**config.mk**
```make
export PLATFORM = sky130hd
export DESIGN_NAME = tdm_slot_mux
export DESIGN_NICKNAME = d
export VERILOG_FILES = /design/src/rtl/tdm_mux_pkg.sv /design/src/rtl/tdm_slot_mux_rr_pick.sv /design/src/rtl/tdm_slot_mux.sv
export SDC_FILE = /design/constraint.sdc
export NUM_CORES = 1
export LEC_CHECK = 0
export ABC_CLOCK_PERIOD_IN_PS = 1900
export CAP_MARGIN = 10
export CELL_PAD_IN_SITES_DETAIL_PLACEMENT = 2
export CELL_PAD_IN_SITES_GLOBAL_PLACEMENT = 2
export CORE_MARGIN = 2
export CORE_UTILIZATION = 19
export DETAILED_ROUTE_END_ITERATION = 12
export GPL_ROUTABILITY_DRIVEN = 0
export HOLD_SLACK_MARGIN = 0.12
export PLACE_DENSITY_LB_ADDON = 0.1
export SLEW_MARGIN = 0
export SYNTH_ARGS = -nofsm -noshare
export SYNTH_HDL_FRONTEND = slang
export SYNTH_HIERARCHICAL = 1
export SYNTH_SLANG_ARGS = --single-unit
```
**constraint.sdc**
```tcl
create_clock -name clk -period 1.9 [get_ports clk]
set_clock_uncertainty 0.2 [all_clocks]
set_input_delay 0.19 -clock clk [delete_from_list [all_inputs] [get_ports clk]]
set_output_delay 0.19 -clock clk [all_outputs]
set_load 0.05 [all_outputs]
```
**src/rtl/tdm_mux_pkg.sv**
```systemverilog
// Shared constants and helpers for the TDM slot multiplexer.
// Mode encodings and the channel-index width derivation live here.
package tdm_mux_pkg;

  localparam logic TDM_FIXED = 1'b0;
  localparam logic TDM_SKIP  = 1'b1;

  // Index width that stays at least one bit wide even for tiny channel counts.
  function automatic int clog2_min1(input int n);
    return (n <= 2) ? 1 : $clog2(n);
  endfunction

endpackage

```
**src/rtl/tdm_slot_mux_rr_pick.sv**
```systemverilog
// Combinational wrap-around priority picker: the first asserted request at or
// after base, wrapping past N-1 back to 0.
module rr_pick
  import tdm_mux_pkg::*;
#(
  parameter  int N    = 4,
  localparam int CH_W = clog2_min1(N)
) (
  input  logic [N-1:0]    req,
  input  logic [CH_W-1:0] base,
  output logic [CH_W-1:0] gnt_idx,
  output logic            gnt_any
);

  logic [CH_W-1:0] cand [N];

  // cand[gi] is the channel visited gi steps after base, reduced modulo N.
  for (genvar gi = 0; gi < N; gi++) begin : g_cand
    logic [CH_W:0] sum;
    assign sum      = {1'b0, base} + (CH_W+1)'(gi);
    assign cand[gi] = (sum >= (CH_W+1)'(N)) ? CH_W'(sum - (CH_W+1)'(N)) : sum[CH_W-1:0];
  end

  // Walk from the far end so the nearest request overwrites earlier hits.
  always_comb begin
    gnt_any = 1'b0;
    gnt_idx = '0;
    for (int k = N - 1; k >= 0; k--) begin
      if (req[cand[k]]) begin
        gnt_any = 1'b1;
        gnt_idx = cand[k];
      end
    end
  end

endmodule

```
**src/rtl/tdm_slot_mux.sv**
```systemverilog
// Registered TDM merge of NUM_CH channels onto one valid/ready stream, with
// fixed-slot rotation (idle slots emit DEFAULT_VAL) or skip-idle round-robin.
module tdm_slot_mux
  import tdm_mux_pkg::*;
#(
  parameter  int               WIDTH       = 4,
  parameter  int               NUM_CH      = 4,
  parameter  logic [WIDTH-1:0] DEFAULT_VAL = '0,
  localparam int               CH_W        = clog2_min1(NUM_CH)
) (
  input  logic                    clk,
  input  logic                    rst,
  input  logic                    mode,
  input  logic [NUM_CH-1:0]       in_valid,
  input  logic [NUM_CH*WIDTH-1:0] in_data,
  output logic [NUM_CH-1:0]       in_ready,
  output logic                    out_valid,
  input  logic                    out_ready,
  output logic [WIDTH-1:0]        out_data,
  output logic [CH_W-1:0]         out_ch,
  output logic                    out_default
);

  logic [CH_W-1:0]  ptr_reg;
  logic             out_valid_reg;
  logic [WIDTH-1:0] out_data_reg;
  logic [CH_W-1:0]  out_ch_reg;
  logic             out_default_reg;

  logic             load;
  logic [CH_W-1:0]  gnt_idx;
  logic             gnt_any;
  logic [CH_W-1:0]  sel_idx;
  logic             sel_hit;
  logic [WIDTH-1:0] sel_data;
  logic [CH_W-1:0]  ptr_inc;
  logic [CH_W-1:0]  gnt_inc;

  rr_pick #(.N(NUM_CH)) u_pick (
    .req     (in_valid),
    .base    (ptr_reg),
    .gnt_idx (gnt_idx),
    .gnt_any (gnt_any)
  );

  assign load     = !out_valid_reg || out_ready;
  assign sel_idx  = (mode == TDM_SKIP) ? gnt_idx : ptr_reg;
  assign sel_hit  = (mode == TDM_SKIP) ? gnt_any : in_valid[ptr_reg];
  assign sel_data = in_data[int'(sel_idx)*WIDTH +: WIDTH];
  assign ptr_inc  = (ptr_reg == CH_W'(NUM_CH - 1)) ? '0 : ptr_reg + 1'b1;
  assign gnt_inc  = (gnt_idx == CH_W'(NUM_CH - 1)) ? '0 : gnt_idx + 1'b1;

  // A channel is acknowledged only when its sample is loaded this very cycle.
  for (genvar gi = 0; gi < NUM_CH; gi++) begin : g_ready
    assign in_ready[gi] = load && !rst && sel_hit && (sel_idx == CH_W'(gi));
  end

  always_ff @(posedge clk) begin
    if (rst) begin
      ptr_reg         <= '0;
      out_valid_reg   <= 1'b0;
      out_data_reg    <= DEFAULT_VAL;
      out_ch_reg      <= '0;
      out_default_reg <= 1'b0;
    end else if (load) begin
      if (mode == TDM_FIXED) begin
        out_valid_reg   <= 1'b1;
        out_ch_reg      <= ptr_reg;
        out_data_reg    <= sel_hit ? sel_data : DEFAULT_VAL;
        out_default_reg <= !sel_hit;
        ptr_reg         <= ptr_inc;
      end else if (gnt_any) begin
        out_valid_reg   <= 1'b1;
        out_ch_reg      <= gnt_idx;
        out_data_reg    <= sel_data;
        out_default_reg <= 1'b0;
        ptr_reg         <= gnt_inc;
      end else begin
        // Nothing to send: drop the slot and keep searching from the same place.
        out_valid_reg <= 1'b0;
      end
    end
  end

  assign out_valid   = out_valid_reg;
  assign out_data    = out_data_reg;
  assign out_ch      = out_ch_reg;
  assign out_default = out_default_reg;

endmodule

```
==> results.toml, run 1 <==
[critical_path]
crit_path_top_delay_cell = "mux4_2"
crit-reg2reg-launch = "ptr_reg[0]"
start_kind = "flip-flop"
cp_cell_sequence = "mux4_2, o2111a_2, and3_4, buf_12"
crit_type = "reg -> out"
crit_path_max_incr_delay_ns = 0.55
worstPathRequired_ns = 1.51
ff2ff_setup_slack_ns = -0.25
worstSetupEndpointType = "output pin"
critPathTopFamily = "multiplexers"
critical_path_buf_inv_count = 1
r2r_end = "out_data[2]"
r2r_cells = 7
arrival_ns = 1.85
crit_fanout = 5

[power_and_ir_drop]
cellPowerDensity_nw_per_um2 = 689
p_leak_nw = 0.564
p_int_mw = 0.628
seqPwrFrac_pct = 26.5
p_comb_share_pct = 53.0
p_total_mw = 0.978
switching_share_pct = 35.8
power_switching_mw = 0.350
clockPowerShare_pct = 20.5
ir_drop_uv = 195

[finish]
largest_reg_flops = 4
nets = 156
antenna_cells = 0
area_growth_pct = 109
drive_gt1_share_pct = 44.2

[route]
wl_per_cell_um = 14.5
vias_per_cell = 4.56
drt-pass1-iter-count = 3
drt_wl_total_um = 2540
drtAntennaViolNets = 0
vias = 798
drt_iter0_drc = 28
route.detailed.drc = 0

[synth]
synthTopCellsByCount = "dfxtp_1, a21oi_1, mux4_2, nor2_1, nor3_1"
ys.flop_type = "dfxtp_1"
ys_seq_area_share_pct = 29.4
yosys.cell_count.top_type = "dfxtp_1"
synth_top_cell_by_area = "dfxtp_1"
netlist_top_cells_area = "dfxtp_1, mux4_2, a21oi_1, a22o_1, a311oi_1"
postSynthCellCount = 70
synth_top_area_share_pct = 29.4
async_flop_share_pct = 0
synth_area_sq_um = 681
avgSynthCellArea_sq_um = 9.72
synth_cell_types = 26
ys_ff_latch = 10
ys_warn_count = 6
synthesis.nets = 96
synth_edf_count = 0

[timing]
slew_violations = 0
period_share_pct = 118
hold_viol_final = 0
relSlewSlack_pct = 66.2
rsz0062_at_grt = "yes"
worst_pin_slew_ns = 0.506
setup_slack_ns = -0.336
min_period_ns = 2.24
max_freq_mhz = 447
setup_viol = 9

[place]
io_buffers = 35
hpwl_um = 2030
dp_slack_ns = -0.544

[grt]
antenna_found_initial = 0
track_usage_pct = 13.5
grt_max_degree = 8
grt_first_pass_wirelength_um = 4240
grt_pass1_vias = 862
grt_overflow = 0

[floorplanning]
die_width_um = 63.9
die_h_um = 63.9
io_pins = 36
core_sq_um = 3390
row_count = 21
start_util_pct = 20.1
die-area_sq_um = 4080

[run_status]
status = "finished with violations"
violations = "negative setup slack"

[run]
drv_cap = 0

[hold_path]
min_path_cells = 1
min_path_type = "reg -> reg"
min_from = "out_data[3]"
holdPathEnd = "out_data[3]"

[cts]
cts-root-buf = "clkbuf_4"
clkTransAtPathRegs_ns = 0.08
clkSinkCount = 10
worstSkewPairLatency_ns = 0.27
clk_path_buf_depth = 2
cts_hold_buf = 0
numCtsBuffers = 3
htree_levels = 1
cts_tree = "built"
timing repair:
| action | CTS | global route |
|---|---|---|
| gates resized for setup | 15 | 6 |
| endpoints found under the hold margin | 0 | 0 |
| endpoints found under the setup margin | 10 | 11 |
| setup buffers | 7 | 0 |
| pin swaps | 6 | 8 |
per-layer routing:
layer	track usage, %	vias up	wire length [um]
met5	0	-	0
met4	5.71	0	29
met3	1.94	2	57
met2	23.8	12	1360
met1	16.1	394	1090
li1	-	390	-
worst register-to-register path, cell delays in order, from the launching register on:
cell	delay, ns
dfxtp_4	0.38
buf_6	0.10
mux2i_2	0.06
a211oi_2	0.27
mux2_4	0.23
buf_6	0.13
mux4_2	0.49
a22o_1	0.19
power by group through the flow:
| stage | sequential (mW) | combinational (mW) | clock, mW |
|---|---|---|---|
| after global routing | 0.264 | 0.552 | 0.223 |
| after global placement | 0.263 | 0.438 | 0 |
| final | 0.259 | 0.518 | 0.201 |
| after floorplan | 0.325 | 0.185 | 0 |
| after CTS | 0.259 | 0.512 | 0.210 |
| after detailed placement | 0.264 | 0.448 | 0 |
through the flow:
stage          hold slack (ns)  utilization, %  instances  instance area, sq um  TNS (ns)
6_report                 0.295            41.9        175                  1420     -2.15
5_1_grt                  0.312            41.9        175                  1420     -2.89
4_1_cts                  0.299            41.6        176                  1410     -2.27
3_5_place_dp             0.279            37.4        165                  1270     -5.25
3_3_place_gp             0.261            37.4        165                  1270     -4.74
2_1_floorplan            0.277               -         70                   712    -0.543
placed cells by master (no fill, tap or decap), types with 3 or more instances in the layout:
master and n:
a21oi_1 7, a22o_1 4, a311oi_1 3, buf_12 4, buf_4 22, buf_6 3, clkbuf_4 3, clkdlybuf4s50_1 27
dfxtp_1 8, dlygate4sd2_1 3, mux4_2 5, nand2b_1 3, nor2_1 4
kinds of logic (layout without fill, tap and decap cells):
kind of cell    after synthesis  count (layout)  synth area share (%)
buf+inv                       6              65                  4.41
mux                           9               9                  23.3
compound gates               21              21                  22.2
fa+ha+maj                     2               2                  3.68
flops                        10              10                  29.4
simple gates                 22              22                  16.9
layout make-up:
cell class / count / area (sq um)
fill: 359 / 1970
inverter: 2 / 7.51
clock buffer: 4 / 36.3
sequential: 10 / 208
tap: 46 / 57.6
multi-input combinational: 54 / 536
timing repair buffer: 59 / 576
worst max-delay path by stage:
stage	startpoint	endpoint	slack, ns	cells after the start
after floorplan	ptr_reg[1]	out_data[0]	-0.09	5
after global placement	in_valid[3]	out_data[2]	-0.48	6
after detailed placement	in_valid[3]	out_data[0]	-0.54	6
after CTS	ptr_reg[0]	in_ready[2]	-0.36	4
after global routing	ptr_reg[0]	in_ready[0]	-0.38	7
final	ptr_reg[0]	in_ready[2]	-0.34	4
No activity file was read; power rests on OpenSTA's default activity.
==> run 2, diff against run 1 <==
--- a/config.mk
+++ b/config.mk
@@ -5,6 +5,7 @@
 export SDC_FILE = /design/constraint.sdc
 export NUM_CORES = 1
 export LEC_CHECK = 0
+export ABC_AREA = 0
 export ABC_CLOCK_PERIOD_IN_PS = 1900
 export CAP_MARGIN = 10
 export CELL_PAD_IN_SITES_DETAIL_PLACEMENT = 2
==> results of run 2 <==
The final DEF is identical to that of run 1; final timing and power are the same.
==> run 3, diff against run 2 <==
--- a/config.mk
+++ b/config.mk
@@ -10,8 +10,10 @@
 export CAP_MARGIN = 10
 export CELL_PAD_IN_SITES_DETAIL_PLACEMENT = 2
 export CELL_PAD_IN_SITES_GLOBAL_PLACEMENT = 2
+export CORE_ASPECT_RATIO = 0.5
 export CORE_MARGIN = 2
-export CORE_UTILIZATION = 19
+export CORE_UTILIZATION = 20
+export CTS_BUF_LIST = sky130_fd_sc_hd__clkbuf_4
 export DETAILED_ROUTE_END_ITERATION = 12
 export GPL_ROUTABILITY_DRIVEN = 0
 export HOLD_SLACK_MARGIN = 0.12
==> results.toml, run 3 (synthesis results as in run 1) <==
[finish]
design_area_sq_um = 1410
nets = 159
multi_input_area_sq_um = 518
final_common_cell = "clkdlybuf4s50_1"
fillCellCount = 334
antenna_cells = 0
seqCellArea_sq_um = 208
area_growth_pct = 107
largest_reg_flops = 4
stdcell_count = 172
final_cell_mix = "clkdlybuf4s50_1, buf_4, a21oi_1, dfxtp_1"
drive_gt1_share_pct = 41.7

[timing]
hold_viol_final = 0
relSlewSlack_pct = 66.6
setup_slack_ns = -0.371
slew_violations = 0
whs_ns = 0.289
setup_viol = 11
max_freq_mhz = 440
setup_tns_ns = -2.62
rsz0062_at_grt = "yes"
period_share_pct = 120
min_period_ns = 2.27
worst_pin_slew_ns = 0.499

[route]
vias_per_cell = 4.76
drt-pass1-iter-count = 4
drt_wl_total_um = 2930
route.detailed.drc = 0
drtAntennaViolNets = 0
vias = 819
wl_per_cell_um = 17.0
drt_iter0_drc = 9

[critical_path]
worstPathRequired_ns = 1.51
worstSetupEndpointType = "output pin"
crit-reg2reg-launch = "ptr_reg[1]"
crit_fanout = 6
arrival_ns = 1.88
critPathCapture = "in_ready[3]"
start_kind = "flip-flop"
crit_type = "reg -> out"
r2r_cells = 8
r2r_end = "out_data[3]"
worstSetupStartpoint = "ptr_reg[0]"
ff2ff_setup_slack_ns = -0.32

[cts]
numCtsBuffers = 3
cts_hold_buf = 0
cts_tree = "built"
worstSkewPairLatency_ns = 0.28
clkTransAtPathRegs_ns = 0.08
cts-root-buf = "clkbuf_4"
clk_path_buf_depth = 2
htree_levels = 1
clkSinkCount = 10

[grt]
grt_max_degree = 8
track_usage_pct = 16.1
grt_first_pass_wirelength_um = 4640
grt_overflow = 0
antenna_found_initial = 0
grt_pass1_vias = 937

[floorplanning]
die_h_um = 45.3
core_sq_um = 3120
io_pins = 36
die-area_sq_um = 3910
row_count = 14
die_width_um = 86.5
start_util_pct = 21.8

[power_and_ir_drop]
ir_drop_uv = 154
p_leak_nw = 0.572
p_total_mw = 0.952
cellPowerDensity_nw_per_um2 = 676

[place]
hpwl_um = 2270
dpl.cell_count = 158
dpl_cell_area_sq_um = 1250
io_buffers = 35

[run_status]
status = "finished with violations"
violations = "negative setup slack"

[run]
drv_cap = 0

[hold_path]
min_path_type = "reg -> reg"
-- run 3: cell types whose count changed in the layout (fill, tap and decap cells not counted), moves of 2 or more --
cell	before	now
mux2i_1	0	2
a21oi_2	2	0
buf_4	22	25
mux2i_2	2	0
-- run 3: report_power, final --
| part | leakage, nW | switching [mW] | internal [mW] | total [mW] |
|---|---|---|---|---|
| combinational | 0.473 | 0.247 | 0.282 | 0.529 |
| clock | 0.0154 | 0.0899 | 0.0763 | 0.166 |
| sequential | 0.0840 | 0.0212 | 0.236 | 0.257 |
-- run 3: stage by stage --
stage,utilization [%],setup WS (ns)
floorplan,-,-0.0916
global placement,40.1,-0.446
detailed placement,40.1,-0.544
CTS,43.8,-0.371
global route,45.2,-0.436
finish,45.2,-0.371
-- run 3: worst min-delay path by stage --
stage / slack, ns / end / depth (start not counted) / from
global route: 0.33 / out_data[0] / 1 / out_data[0]
global placement: 0.26 / out_default / 2 / out_default
CTS: 0.30 / out_data[3] / 1 / out_data[3]
finish: 0.29 / out_data[3] / 1 / out_data[3]
floorplan: 0.28 / out_valid / 4 / in_valid[2]
detailed placement: 0.28 / out_data[0] / 1 / out_data[0]
-- run 3: critical path, stage by stage (launching register included) --
cell and delay (ns):
dfxtp_4 0.40, mux4_2 0.55, o2111a_2 0.32, and3_4 0.18, buf_12 0.14
-- run 3: metal layers --
metal  part of all wire, %  vias to the layer above  GRT usage, %
met5                     0                        -             0
met4                   1.2                        0          4.69
met3                   6.8                        2          4.75
met2                    48                       29          30.0
met1                    44                      391          18.4
li1                      -                      397             -
-- run 3: repair_timing --
action                                  CTS  global route
resized for setup                        13             5
endpoints found under the setup margin   12            11
buffers inserted                          7             3
pin swaps                                 8             6
-- run 3: layout make-up --
type	instances	area share, %
timing repair buffer	62	42.5
multi-input combinational	54	36.8
sequential	10	14.7
tap	40	3.55
clock buffer	3	1.60
inverter	2	0.533
clock inverter	1	0.266
